==> src/rtl/chunk_add_sequencer.sv <==
// chunk_add_sequencer
//   Performs an N*W-bit add or subtract by sequencing W chunks through an
//   external N-bit combinational Adder, one chunk per clock. The lowest chunk
//   goes first, and the carry is rippled between chunks in a register.
//
//   Optional feature: define CHUNK_ADD_SIGNED_OVF_EN to compute the signed
//   overflow flag. Without the macro, ovf is tied to 0.
//
//   Ports
//     clk, reset          : rising-edge clock, asynchronous active-high reset
//     in_valid / in_ready : request handshake (in_ready is high only in IDLE)
//     a, b, sub           : operands; sub=1 computes a-b, sub=0 computes a+b
//     add_x/add_y/add_cin : drive the external Adder (all zero outside RUN)
//     add_sum/add_cout    : results from the external Adder
//     out_valid/out_ready : result handshake (result is held while waiting)
//     result, cout, ovf   : sum or difference, final carry, signed overflow
module chunk_add_sequencer #(
  parameter int N = 8,
  parameter int W = 4
) (
  input  logic           clk,
  input  logic           reset,
  input  logic           in_valid,
  output logic           in_ready,
  input  logic [N*W-1:0] a,
  input  logic [N*W-1:0] b,
  input  logic           sub,
  output logic [N-1:0]   add_x,
  output logic [N-1:0]   add_y,
  output logic           add_cin,
  input  logic [N-1:0]   add_sum,
  input  logic           add_cout,
  output logic           out_valid,
  input  logic           out_ready,
  output logic [N*W-1:0] result,
  output logic           cout,
  output logic           ovf
);

  localparam int KW  = (W > 1) ? $clog2(W) : 1;
  localparam int MSB = N*W - 1;
  localparam logic [KW-1:0] KLAST = KW'(W - 1);

  typedef enum logic [1:0] {IDLE, RUN, DONE} state_t;

  state_t          state, state_nx;
  logic [KW-1:0]   k;
  logic            carry;
  logic [N*W-1:0]  a_q;
  logic [N*W-1:0]  b_q;
  logic            accept;
  logic            last;

  assign accept = (state == IDLE) && in_valid;
  assign last   = (state == RUN) && (k == KLAST);

  always_comb begin
    state_nx  = state;
    in_ready  = 1'b0;
    out_valid = 1'b0;
    add_x     = '0;
    add_y     = '0;
    add_cin   = 1'b0;
    unique case (state)
      IDLE: begin
        in_ready = 1'b1;
        if (in_valid) state_nx = RUN;
      end
      RUN: begin
        add_x   = a_q[k*N +: N];
        add_y   = b_q[k*N +: N];
        add_cin = carry;
        if (k == KLAST) state_nx = DONE;
      end
      DONE: begin
        out_valid = 1'b1;
        if (out_ready) state_nx = IDLE;
      end
      default: state_nx = IDLE;
    endcase
  end

  always_ff @(posedge clk or posedge reset) begin
    if (reset) begin
      state  <= IDLE;
      k      <= '0;
      carry  <= 1'b0;
      a_q    <= '0;
      b_q    <= '0;
      result <= '0;
      cout   <= 1'b0;
    end else begin
      state <= state_nx;
      if (accept) begin
        a_q   <= a;
        b_q   <= sub ? ~b : b;
        carry <= sub;
        k     <= '0;
      end else if (state == RUN) begin
        result[k*N +: N] <= add_sum;
        carry            <= add_cout;
        k                <= k + KW'(1);
        if (last) cout <= add_cout;
      end
    end
  end

`ifdef CHUNK_ADD_SIGNED_OVF_EN
  // The result MSB is not registered yet on the final edge, so it is taken
  // straight from the Adder's top sum bit.
  always_ff @(posedge clk or posedge reset) begin
    if (reset)
      ovf <= 1'b0;
    else if (last)
      ovf <= (a_q[MSB] == b_q[MSB]) && (add_sum[N-1] != a_q[MSB]);
  end
`else
  assign ovf = 1'b0;
`endif

endmodule
==> config.mk <==
export PLATFORM = sky130hd
export DESIGN_NAME = chunk_add_sequencer
export DESIGN_NICKNAME = d
export VERILOG_FILES = /design/src/rtl/chunk_add_sequencer.sv
export SDC_FILE = /design/constraint.sdc
export NUM_CORES = 1
export LEC_CHECK = 0
export CAP_MARGIN = 15
export CORE_MARGIN = 2
export CORE_UTILIZATION = 52
export DETAILED_ROUTE_END_ITERATION = 10
export GPL_ROUTABILITY_DRIVEN = 0
export GPL_TIMING_DRIVEN = 0
export PLACE_DENSITY_LB_ADDON = 0.05
export REMOVE_ABC_BUFFERS = 1
export SLEW_MARGIN = 10
export SYNTH_ARGS = -nofsm -noshare
export SYNTH_HDL_FRONTEND = slang
export SYNTH_SLANG_ARGS = --single-unit
==> constraint.sdc <==
create_clock -name clk -period 7.25 [get_ports clk]
set_input_delay 1.0875 -clock clk [delete_from_list [all_inputs] [get_ports clk]]
set_output_delay 1.0875 -clock clk [all_outputs]
set_load 0.005 [all_outputs]
Word-level counts from Yosys, hierarchy flattened
Index checks and enable logic that the tools add are counted.
{"block": "op_classes", "add_sub_neg": 2, "n_eq_ne": 6, "shifts": 4, "muxes": 15, "bitwise_logic": 2, "reduce_logical": 7}
{"operator": "32-bit by 6-bit variable part select with 8-bit output", "count": 2}
{"operator": "5-bit negation with 34-bit output", "count": 1}
{"operator": "8-bit by 34-bit variable shift with 32-bit output, first input constant", "count": 1}
{"operator": "8-bit by 34-bit variable part select with 32-bit output", "count": 1}
{"operator": "32-bit bitwise mux", "count": 1}
{"operator": "32-bit two-way mux", "count": 1}
{"operator": "32-bit inverter", "count": 1}
{"operator": "8-bit two-way mux", "count": 2}
{"operator": "2-bit two-way mux", "count": 5}
{"operator": "2-bit inequality test, second input constant", "count": 3}
{"operator": "2-bit one-hot mux with 3 select lines", "count": 1}
{"operator": "3-bit AND reduction", "count": 2}
{"operator": "1-bit two-way mux", "count": 5}
{"operator": "2-bit == test, second input constant", "count": 2}
{"operator": "2-bit by 1-bit adder with 2-bit output, second input constant", "count": 1}
{"operator": "2-bit by 1-bit == test with 1-bit output, second input constant", "count": 1}
{"operator": "1-bit logical AND", "count": 2}
{"operator": "2-bit logical NOT", "count": 1}
{"operator": "2-bit AND reduction", "count": 1}
{"operator": "2-bit nonzero test", "count": 1}
{"operator": "1-bit inverter", "count": 1}
{"block": "word_totals", "ff_bits": 102, "input_bits": 78, "out_inout_bits": 53, "word_cells": 43}

Longest topological paths before layout
{"block": "depth", "depth_word": 4, "depth_mapped": 8}

Worst setup path before layout
OpenSTA, ideal clock, no wires.
{"block": "synth_timing", "path_kind": "register -> output", "from": "register k[0]", "to": "output add_x[0]", "arrival_ps": 1216, "required_time_ps": 6162, "path_slack_ps": 4947, "path_stages_with_launch": 5, "n_path_buf": 2, "cell_sequence": "dfrtp_1 > buf_2 > buf_2 > mux2i_1 > o22ai_1"}
{"block": "synth_via", "elab_chain_len": 2}
{"item": "start, declared", "line": "47", "text": "logic [KW-1:0] k;"}
{"item": "start signal, assigned", "line": "102", "text": "k <= k + KW'(1);"}
{"item": "32-bit by 6-bit variable part select with 8-bit output", "line": "70", "text": "add_x = a_q[k*N +: N];"}
{"item": "8-bit two-way mux", "line": "64", "text": "unique case (state)"}
{"item": "end, declared", "line": "28", "text": "output logic [N-1:0] add_x,"}
No other way between the ends.

Final worst setup path
{"block": "layout_timing", "from": "register state[0]", "to": "output add_y[7]"}
{"block": "layout_via", "elab_chain_len": 2}
{"item": "start, declared", "line": "46", "text": "state_t state, state_nx;"}
{"item": "start signal, assigned", "line": "93", "text": "state <= state_nx;"}
{"item": "2-bit by 1-bit == test with 1-bit output", "line": "64"}
{"item": "8-bit two-way mux", "line": "64"}
{"item": "end, declared", "line": "29", "text": "output logic [N-1:0] add_y,"}
No other way between the ends.

==> results by group <==
Yosys
  – Xor and xnor fraction of the mapped netlist area: under 10%
  – Count of cell types in the netlist: 33
  – Area leader, netlist: dfrtp_1
  – Compound-gate portion of the synthesized area: 9.54%
  – #FFs+latches synth: around 100
  – Post-synthesis simple-gate area fraction: 11.4%
  – Sequential-to-total area share from yosys stat: 53.2%
  – YS warnings: 0
  – Syn Area/Cell: 10.8 sq um
  – Post-Syn Instances: 446
  – Post-Synth Adder-Cell Area: 1.56%
  – Netlist Area Pre-Place: 0.00480 sq mm
  – Combinational family with the most area after synthesis: multiplexers
  – Multiplexer share of the synthesized area: between 10% and 20%
  – Synth top area share: 53.2%
  – Top cells by area, synth: dfrtp_1, mux2_2, mux2i_1, xnor2_1, nand2_1

STA
  – Worst-Margin Slew: 0.821 ns
  – Final worst-path cycle share: 55.7%
  – Fin Clk Skew: 0.00763 ns
  – RSZ-0062 raised after global routing: no
  – Slew Viols, Final: 0
  – Setup TNS: 0 ns
  – Rel. slew slack: 45.2%
  – Final setup violation count: 0
  – Achievable Freq: 248 MHz
  – Worst setup margin: around 3.2 ns
  – Final min period: 4.04 ns
  – Final Hold Viols: 0

Final layout
  – Layout area overhead: 32.9%
  – Share of cells above drive strength 1: a little over a tenth
  – Diodes inserted: 0
  – Commonest cells after routing, fill and taps aside: clkdlybuf4s50_1, dfrtp_1, nand2_1
  – Final core utilization: between 70% and 80%
  – # nets final: 648
  – Fillers: 729
  – Most common cell after layout, fill and taps aside: clkdlybuf4s50_1

Die
  – Die ar.: 0.0100 sq mm
  – Num rows: 35
  – Die H: 100 microns
  – IO Pins: roughly 130
  – Starting density of the core: 52.7%
  – Die width: 100 microns
  – CORE AREA: approximately 0.0091 sq mm

GRT
  – First-pass GRT wire length: 17100 microns
  – Initial antenna violation count: 0
  – Vias in the first global route: 3513
  – Largest net degree at the start of global routing: 61
  – Total GRT Usage: a little over a fifth
  – GRT overflow: 0

Drt
  – Routed via count: 3527
  – Wire length per cell: 14.9 microns
  – DRC errors left: 0
  – Final ANT Viol Nets: 0
  – Detailed Route WL: 10200 microns
  – Drt initial violations: 99
  – First-pass DRT Iterations: 4
  – Vias per Instance: between 5 and 6

Clock network
  – Max Root-Sink Buffers: 2
  – CTS tree: done
  – Setup repair bufs after CTS: 0
  – Post-CTS resize count: 0
  – Clock Pin Slew Worst Setup and Hold Paths: 0.11 ns
  – Hold buffers post-CTS: 0
  – Root buffer cell: clkbuf_8
  – Clk sink count: slightly above 100
  – CTS H-tree depth: 3
  – Worst skew pair latency: 0.36 ns
  – Cts bufs inserted: 9

Job
  – MaxCap Viol Count: 0

Power and ir drop
  – Leak pwr: 2.60 nW
  – Clock Power Share: 12.9%
  – Register share of total power: 39.1%
  – Psw: 930 uW
  – Internal: roughly 1.7 mW
  – Sw Share: 35.7%
  – Logic pwr share: between 40% and 50%
  – VDD IR max: 0.000208 V
  – PwrDens: about 410 mW/mm^2

Run status
  – Status: finished, final reports clean

Worst hold path
  – HP Class: reg2reg

Placed design
  – Place WS: around 3.6 ns
  – DP HPWL: 7390 microns
  – # port buffers: ~130

Worst setup path
  – CP required: 6.16 ns
  – Peak fanout along the critical path: 16
  – Crit end category: output port
  – Crit path arrival time: just under 3 ns
  – Crit Path Category: reg2out
  – Worst setup SP type: flip-flop
## worst max-delay path, cell delays in order (launching register included)
cell and delay, ns:
dfrtp_1 0.61, nor2b_1 0.47, nand2_1 0.56, o22ai_1 0.39, clkdlybuf4s50_1 0.55
## per-stage QoR
stage | power [mW] | cells | cell area, sq um | hold WS (ns)
floorplan | 1.68 | 417 | 4620 | 0.457
global placement | 2.23 | 657 | 6050 | 0.461
detailed placement | 2.30 | 664 | 6200 | 0.469
CTS | 2.63 | 680 | 6380 | 0.491
global route | 2.81 | 680 | 6380 | 0.505
finish | 2.61 | 680 | 6380 | 0.488
## state kept, by name, indices dropped and copies added (netlist names)
register and flops:
carry 1, b_q 32, a_q 32, state 2
result 32, k 2, cout 1
## area by class of cell
type | instances | area [sq um] | area share (%)
clock buffers | 9 | 124 | 1.94
clock inverters | 7 | 55.1 | 0.862
inverters | 4 | 17.5 | 0.274
multi-input cells | 311 | 2060 | 32.2
flip-flops and latches | 102 | 2550 | 40.0
well taps | 111 | 139 | 2.18
repair buffers | 136 | 1440 | 22.5
## cells in the mapped netlist
cell type  instances
o21ai_0           32
clkbuf_1           4
xnor2_1           32
a21oi_1           34
and2_1             1
o31ai_1            1
buf_6              3
buf_4              8
nor3b_1            1
a22oi_1            1
ha_1               6
nor2b_1            2
conb_1             1
o21ai_1            1
mux2i_1           32
buf_2             13
nor4bb_1           1
nor3b_4            1
clkbuf_2           1
dfrtp_1          102
nor3b_2            1
nor2_1            34
nand2b_1           1
nor4b_2            2
mux2_2            31
o22ai_1           16
and4bb_2           1
nand3b_1           4
nand2_1           70
inv_1              4
mux2_1             2
o21bai_1           1
nand3_1            2
## worst paths after layout
| kind | start | depth (start not counted) | slack, ns | to |
|---|---|---|---|---|
| min in group asynchronous | reset | 2 | 1.12 | result[20] |
| worst min-delay path | result[17] | 2 | 0.49 | result[17] |
| worst max register to register | k[0] | 6 | 4.57 | result[23] |
| worst min register to register | result[17] | 2 | 0.49 | result[17] |
| worst max-delay path | state[0] | 4 | 3.21 | add_y[7] |
| max in group asynchronous | reset | 3 | 5.44 | b_q[17] |
## power groups by stage
stage	combinational [mW]	sequential [mW]	clock, mW
after global placement	1.18	1.05	0
after detailed placement	1.26	1.04	0
after CTS	1.27	1.02	0.343
after global routing	1.39	1.06	0.368
after floorplan	0.662	1.02	0
final	1.25	1.02	0.336
## layer usage
metal	part of all wire (%)	vias up	GRT usage (%)
li1	-	1750	-
met1	45	1676	29.1
met2	49	94	35.7
met3	4.8	7	4.53
met4	0.90	0	6.32
met5	0	-	0
## cell families after synthesis
group / after synthesis
buffers and inverters: 33
xor gates and xnor gates: 32
muxes: 65
DFF: 102
other: 1
and+or+nand+nor: 121
adders and majority gates: 6
AOI/OAI and AO/OA: 86
Note: power is estimated with default switching activity, not from simulation.
